[config.mk]
export PLATFORM = sky130hd
export DESIGN_NAME = irrigation_system_flat
export DESIGN_NICKNAME = d
export VERILOG_FILES = /design/src/rtl/irrigation_system_if.sv /design/src/rtl/irrigation_system.sv /design/src/flat_wrapper.sv
export SDC_FILE = /design/constraint.sdc
export NUM_CORES = 1
export LEC_CHECK = 0
export CORE_MARGIN = 4
export CORE_UTILIZATION = 52
export CTS_BUF_LIST = sky130_fd_sc_hd__clkbuf_16
export DETAILED_ROUTE_END_ITERATION = 8
export MAX_ROUTING_LAYER = met4
export PLACE_DENSITY = 0.74
export SLEW_MARGIN = 20
export SYNTH_ARGS = -nofsm -noshare
export SYNTH_HDL_FRONTEND = slang
export SYNTH_SLANG_ARGS = --single-unit
export TNS_END_PERCENT = 10
[constraint.sdc]
create_clock -name clk -period 2.3 [get_ports clk]
set_input_delay 0.69 -clock clk [delete_from_list [all_inputs] [get_ports clk]]
set_output_delay 0.69 -clock clk [all_outputs]
set_load 0.01 [all_outputs]
[src/rtl/irrigation_system_if.sv]
// Sensor-to-controller bus: moisture reading in, pump enable and status out.
interface irrigation_system_if;
  logic [3:0] sensor;
  logic       pump;
  logic [1:0] state;
  logic       dry_fault;

  // master: sensor front end / observer side; slave: the controller
  modport master (output sensor, input pump, input state, input dry_fault);
  modport slave  (input sensor, output pump, output state, output dry_fault);
endinterface

[src/rtl/irrigation_system.sv]
// Soil-moisture irrigation controller: water while dry, bounded burst length,
// then a fixed soak period before the sensor is looked at again.
module irrigation_system #(
  parameter logic [3:0]  THRESHOLD = 4'd4,
  parameter int unsigned DELAY     = 20,
  parameter int unsigned MAX_WATER = 16
) (
  input logic               clk,
  input logic               reset,
  irrigation_system_if.slave bus
);

  localparam int unsigned CNT_W = 8;
  localparam logic [CNT_W-1:0] SOAK_LAST  = CNT_W'(DELAY - 1);
  localparam logic [CNT_W-1:0] WATER_LAST = CNT_W'(MAX_WATER - 1);

  typedef enum logic [1:0] {
    IDLE  = 2'd0,
    WATER = 2'd1,
    SOAK  = 2'd2
  } state_t;

  state_t           state_q;
  logic [CNT_W-1:0] cnt_q;
  logic             pump_q;
  logic             dry_fault_q;

  // pump_q is updated with state_q so it always equals (state_q == WATER)
  always_ff @(posedge clk) begin
    if (reset) begin
      state_q     <= IDLE;
      cnt_q       <= '0;
      pump_q      <= 1'b0;
      dry_fault_q <= 1'b0;
    end else begin
      case (state_q)
        IDLE: begin
          if (bus.sensor < THRESHOLD) begin
            state_q <= WATER;
            pump_q  <= 1'b1;
            cnt_q   <= '0;
          end
        end
        WATER: begin
          // wet exit has priority over the timeout exit
          if (bus.sensor >= THRESHOLD) begin
            state_q     <= SOAK;
            pump_q      <= 1'b0;
            cnt_q       <= '0;
            dry_fault_q <= 1'b0;
          end else if (cnt_q == WATER_LAST) begin
            state_q     <= SOAK;
            pump_q      <= 1'b0;
            cnt_q       <= '0;
            dry_fault_q <= 1'b1;
          end else begin
            cnt_q <= cnt_q + CNT_W'(1);
          end
        end
        SOAK: begin
          if (cnt_q == SOAK_LAST) begin
            state_q <= IDLE;
            cnt_q   <= '0;
          end else begin
            cnt_q <= cnt_q + CNT_W'(1);
          end
        end
        default: begin
          state_q <= IDLE;
          pump_q  <= 1'b0;
          cnt_q   <= '0;
        end
      endcase
    end
  end

  assign bus.pump      = pump_q;
  assign bus.state     = state_q;
  assign bus.dry_fault = dry_fault_q;

endmodule

[src/flat_wrapper.sv]
// flat-port wrapper written by rule: the top's interface ports become plain ports
module irrigation_system_flat 
#(
  parameter logic [3:0]  THRESHOLD = 4'd4,
  parameter int unsigned DELAY     = 20,
  parameter int unsigned MAX_WATER = 16
)
  (clk, reset, bus_sensor, bus_pump, bus_state, bus_dry_fault);
  irrigation_system_if bus_i ();
  input logic clk;
  input logic reset;
  input wire logic [$bits(bus_i.sensor)-1:0] bus_sensor;
  output wire logic [$bits(bus_i.pump)-1:0] bus_pump;
  output wire logic [$bits(bus_i.state)-1:0] bus_state;
  output wire logic [$bits(bus_i.dry_fault)-1:0] bus_dry_fault;
  assign bus_i.sensor = bus_sensor;
  assign bus_pump = bus_i.pump;
  assign bus_state = bus_i.state;
  assign bus_dry_fault = bus_i.dry_fault;
  irrigation_system #(.THRESHOLD(THRESHOLD), .DELAY(DELAY), .MAX_WATER(MAX_WATER)) u_core (.clk(clk), .reset(reset), .bus(bus_i));
endmodule
After elaboration in Yosys (flattened, before gate mapping)
Cells that the tools add are included.

Flip-flop bits (word level): 12. Logic and storage cells: 36. Output and inout bits: 4. Bits of input ports: 6.

Multiplexer cells: 16. Bitwise operators: 1. Magnitude comparators: 2. Equal/unequal tests: 7. $add $sub $neg: 1. Reductions and logical operators: 5.

Operators with widths (number): two-way mux 8 bit (4); case mux 8 bit (3 select lines) (1); adder 8 x 1 -> 8 bit (second input constant) (1); equality test 8 x 4 -> 1 bit (second input constant) (1); equality test 8 x 5 -> 1 bit (second input constant) (1); two-way mux 2 bit (4); case mux 2 bit (3 select lines) (1); AND reduction 3 bit (2); two-way mux 1 bit (5); >= comparator 4 x 3 -> 1 bit (second input constant) (1); < comparator 4 x 3 -> 1 bit (second input constant) (1); inequality test 2 x 1 -> 1 bit (second input constant) (2); inequality test 3 x 1 -> 1 bit (second input constant) (1); case mux 1 bit (3 select lines) (1); equality test 2 x 1 -> 1 bit (second input constant) (1); equality test 2 bit (second input constant) (1); zero test 2 bit (1); AND reduction 2 bit (1); nonzero test 2 bit (1); inverter 1 bit (1).

Depth between registers and ports, before layout
Depth after elaboration: 4. Gate-level depth with buffers: 7. Depth with buffers taken out: 6.

Least setup slack after synthesis
No wires, ideal clock.

Path kind: register to register. Start point: register u_core.cnt_q[5]. End point: register u_core.state_q[1] (netlist: u_core.bus.state[1]). Buffers on the path: 0. Required time: 2213 ps. Stages on the path, launching flop included: 5. Library setup time: 87 ps. Path slack: 536 ps. Data arrival time: 1677 ps. Clock period less this slack: 1764 ps. Cell sequence: dfxtp_1 > or3_4 > o311a_4 > or4_1 > o31ai_1.

Word-level cells in the longest chain between the ends: 3. Elaborated cells between the ends (all ways): 5. Those cells by class: eq/ne (4); reduce/logical (1).

RTL lines: start, declared (RTL line irrigation_system.sv:24) `logic [CNT_W-1:0] cnt_q;`; start signal, assigned (RTL line irrigation_system.sv:57) `cnt_q <= cnt_q + CNT_W'(1);`; start signal, assigned (RTL line irrigation_system.sv:65) `cnt_q <= cnt_q + CNT_W'(1);`; equality test 8 x 4 -> 1 bit or equality test 8 x 5 -> 1 bit (tied branches) (RTL line irrigation_system.sv:51, irrigation_system.sv:61); inequality test 3 x 1 -> 1 bit (no source line) or inequality test 2 x 1 -> 1 bit (tied branches); AND reduction 3 bit (no source line) (*); end signal, assigned (RTL line irrigation_system.sv:47) `state_q <= SOAK;`; end signal, assigned (RTL line irrigation_system.sv:52) `state_q <= SOAK;`; end signal, assigned (RTL line irrigation_system.sv:62) `state_q <= IDLE;`; end, declared (RTL line irrigation_system.sv:23) `state_t state_q;`.

Mark *: on every way between the ends. The rest lies on a longest branch, timed or not. A chain may end at the register's enable or synchronous reset.

Worst setup path in the final report
Start point: input port bus_sensor[3]. End point: register u_core.cnt_q[7].

Word-level cells in the longest chain between the ends: 3. Elaborated cells between the ends (all ways): 5. Those cells by class: order compare (2); eq/ne (1); mux (2).

RTL lines: start, declared (RTL line flat_wrapper.sv:12) `input wire logic [$bits(bus_i.sensor)-1:0] bus_sensor;`; >= comparator 4 x 3 -> 1 bit (RTL line irrigation_system.sv:46) `if (bus.sensor >= THRESHOLD) begin`; two-way mux 8 bit (RTL line irrigation_system.sv:46); case mux 8 bit (3 select lines) (RTL line irrigation_system.sv:36) `case (state_q)`.

Parallel ways exist; a longest one is shown, timed or not.

==> results.sh <==
export IMPL_grt_pass1_vias=701
export IMPL_ys_ff_latch=12
export IMPL_crit_path_end_kind="register"
export IMPL_cpLargestDelayFamily="compound AO/OA/AOI/OAI gates"
export IMPL_synth_area_per_cell_um2=8.25
export IMPL_overflow=0
export IMPL_worstPathMaxFanout=16
export IMPL_grt_max_degree=17
export IMPL_max_vdd_ir_drop_mv=0.630
export IMPL_num_vias=750
export IMPL_ant_nets=0
export IMPL_die_height_um=46.0
export IMPL_power_density_mw_per_mm2=966
export IMPL_p_leak_nw=0.317
export IMPL_die_w_um=46.0
export IMPL_post_dp_hpwl_mm=1.20
export IMPL_instances_no_fill=117
export IMPL_cp_num_buf_inv=1
export IMPL_final_nets=113
export IMPL_worst_pin_slew_ns=0.479
export IMPL_hold_class="reg -> reg"
export IMPL_power_frac_comb_pct=38.2
export IMPL_cts_hold_buffers=0
export IMPL_post_cts_resized=0
export IMPL_yosysUniqueCellTypes=31
export IMPL_grt_pass1_wl_mm=2.97
export IMPL_cts_sinks=12
export IMPL_path_cells="clkdlybuf4s50_1 -> nor2_1 -> o311a_4 -> o21ai_0 -> o311ai_1"
export IMPL_cts_root_buf="clkbuf_16"
export IMPL_setup_viol=0
export IMPL_hold_viol=0
export IMPL_p_total_mw=0.906
export IMPL_ff2ff_path_depth=4
export IMPL_slew_viol_final=0
export IMPL_start_util_pct=56.3
export IMPL_dr_pass1_iters=4
export IMPL_n_antenna_cell=0
export IMPL_cts_inserted_buffers=3
export IMPL_power_frac_seq_pct=26.9
export IMPL_ff2ff_setup_slack_ns=0.38
export IMPL_slew_limit_headroom_pct=68.1
export IMPL_status="complete, no violations"
export IMPL_n_fill_cell=106
export IMPL_clk_latency_ns=0.24
export IMPL_area_growth_pct=24.8
export IMPL_netlist_area_um2=751
export IMPL_pin_count=10
export IMPL_r2r_end="u_core.bus.state[1]$_SDFFE_PP0P_"
export IMPL_grt_use_total_pct=19.9
export IMPL_intPower_mw=0.596
export IMPL_ys_seq_area_share_pct=32.0
export IMPL_cts_tree="yes"
export IMPL_post_route_period_util_pct=86.6
export IMPL_rsz0062_at_grt="no"
export IMPL_post_cts_buffers=0
export IMPL_dieArea_mm2=0.00212
export IMPL_drive_gt1_share_pct=10.8
export IMPL_cap_viol_max_count=0
export IMPL_cts_clk_slew_worst_paths_ns=0.04
export IMPL_syn_inst=91
export IMPL_drt_iter0_drc=20
export IMPL_drc_errors=0
export IMPL_ctsLongestPathBuffers=2
export IMPL_min_to="u_core.cnt_q[1]$_SDFFE_PP0P_"
export IMPL_netSwitchingFraction_pct=34.2
export IMPL_antenna_found_initial=0
export IMPL_r2r_start="u_core.cnt_q[5]$_SDFFE_PP0P_"
export IMPL_switching_power_mw=0.310
export IMPL_finalWirelength_mm=1.69
export IMPL_hold_path_startpoint="u_core.cnt_q[1]$_SDFFE_PP0P_"
export IMPL_fin_crit_ns=1.99
export IMPL_rows=13
export IMPL_p_clk_share_pct=34.9
export IMPL_hold_depth=2
export IMPL_port_buffers=7
export IMPL_worstPathRequired_ns=2.44
export IMPL_startpoint_type="primary input"
export IMPL_viasPerCell=6.41
export IMPL_holdWs_ns=0.497
export IMPL_crit_type="in -> reg"
export IMPL_slowest_stage="clkdlybuf4s50_1"
export IMPL_tns_ns=0
export IMPL_slowest_delay_ns=0.47
export IMPL_yosys_warnings=0
export IMPL_clock_fmax_mhz=502
export IMPL_synth_nets=101
export IMPL_clock_skew_ns=0.000833
export IMPL_arrival_ns=2.14
export IMPL_wl_per_cell_um=14.4
export IMPL_core_area_mm2=0.00133
export IMPL_routabilityCongestion=0.785
export IMPL_final_cell_mix="nand2_1 (12), dfxtp_1 (12), clkdlybuf4s50_1 (7), nand3_1 (6), nor3_1 (6)"
export IMPL_htreeDepth=1
export IMPL_dp_cells=113
==> logic make-up after synthesis <==
logic type / after synthesis / synth area share, %
buffers and inverters: 10 / 5.00
adders and majority gates: 4 / 6.67
and+or+nand+nor: 36 / 25.0
DFF: 12 / 32.0
AOI/OAI and AO/OA: 29 / 31.3
==> per-stage QoR <==
step	util (%)	instance area (µm²)	worst slack (ns)
floorplan	-	751	0.536
global placement	64.4	858	0.0862
detailed placement	64.4	858	0.0683
CTS	70.3	937	0.308
global route	70.3	937	0.176
finish	70.3	937	0.308
==> worst max-delay path by stage <==
stage / from / end / slack, ns / cells past startpoint
6_report: bus_sensor[3] / u_core.cnt_q[7]$_SDFFE_PP0P_ / 0.31 / 5
3_5_place_dp: bus_sensor[3] / u_core.cnt_q[7]$_SDFFE_PP0P_ / 0.07 / 5
3_3_place_gp: bus_sensor[3] / u_core.cnt_q[7]$_SDFFE_PP0P_ / 0.09 / 5
2_1_floorplan: u_core.cnt_q[5]$_SDFFE_PP0P_ / u_core.bus.state[1]$_SDFFE_PP0P_ / 0.54 / 4
5_1_grt: bus_sensor[3] / u_core.cnt_q[7]$_SDFFE_PP0P_ / 0.18 / 5
4_1_cts: bus_sensor[3] / u_core.cnt_q[7]$_SDFFE_PP0P_ / 0.31 / 5
==> cell usage after synthesis <==
cell type | n | area share (%)
a21oi_1 | 2 | 1.3
a31oi_1 | 2 | 1.7
and3_1 | 1 | 0.83
clkbuf_1 | 5 | 2.5
clkinv_1 | 1 | 0.50
dfxtp_1 | 12 | 32
ha_1 | 4 | 6.7
inv_1 | 4 | 2.0
nand2_1 | 12 | 6.0
nand3_1 | 6 | 4.0
nand4bb_1 | 1 | 1.5
nor2_1 | 3 | 1.5
nor2b_1 | 1 | 0.83
nor3_1 | 6 | 4.0
nor3b_1 | 1 | 1.0
nor4_1 | 2 | 1.7
nor4b_1 | 1 | 1.2
o2111ai_1 | 5 | 5.8
o211ai_1 | 4 | 4.0
o21a_1 | 4 | 4.0
o21ai_0 | 3 | 2.0
o221a_2 | 1 | 1.5
o221ai_1 | 2 | 2.3
o311a_1 | 1 | 1.3
o311a_4 | 1 | 2.8
o311ai_1 | 1 | 1.2
o31a_1 | 1 | 1.2
o31ai_1 | 1 | 1.0
o41ai_1 | 1 | 1.2
or3_4 | 1 | 1.5
or4_1 | 1 | 1.0
==> tightest hold or removal path, delay by kind of cell, from the launching register on <==
kind / cells / cell delay, ns
flops: 1 / 0.33
compound gates: 1 / 0.05
simple gates: 1 / 0.06
==> routing by layer <==
metal / GRT usage, % / share of wire, % / up-vias
li1: - / - / 378
met1: 25.2 / 48 / 347
met2: 29.9 / 45 / 23
met3: 3.56 / 6.2 / 2
met4: 9.66 / 0.65 / 0
met5: - / 0 / -
==> state kept, by name, summed over array words and instances, names as in the netlist <==
signal and flops:
u_core.bus.dry_fault 1, u_core.bus.pump 1, u_core.bus.state 2, u_core.cnt_q 8
==> power by group through the flow <==
stage	registers [mW]	logic (mW)	clock network (mW)
3_3_place_gp	0.247	0.340	0
5_1_grt	0.248	0.382	0.339
4_1_cts	0.244	0.343	0.325
3_5_place_dp	0.248	0.341	0
2_1_floorplan	0.255	0.213	0
6_report	0.244	0.346	0.316
==> final cells by class <==
class                           instances  area (µm²)  share of cell area, %
Clock buffer                            3        75.1                   8.01
Sequential cell                        12         240                   25.6
Timing Repair Buffer                   12         108                   11.5
Clock inverter                          1        3.75                  0.401
Multi-Input combinational cell         69         473                   50.5
Inverter                                5        18.8                   2.00
Tap cell                               15        18.8                   2.00
No activity file was read; power rests on OpenSTA's default activity.
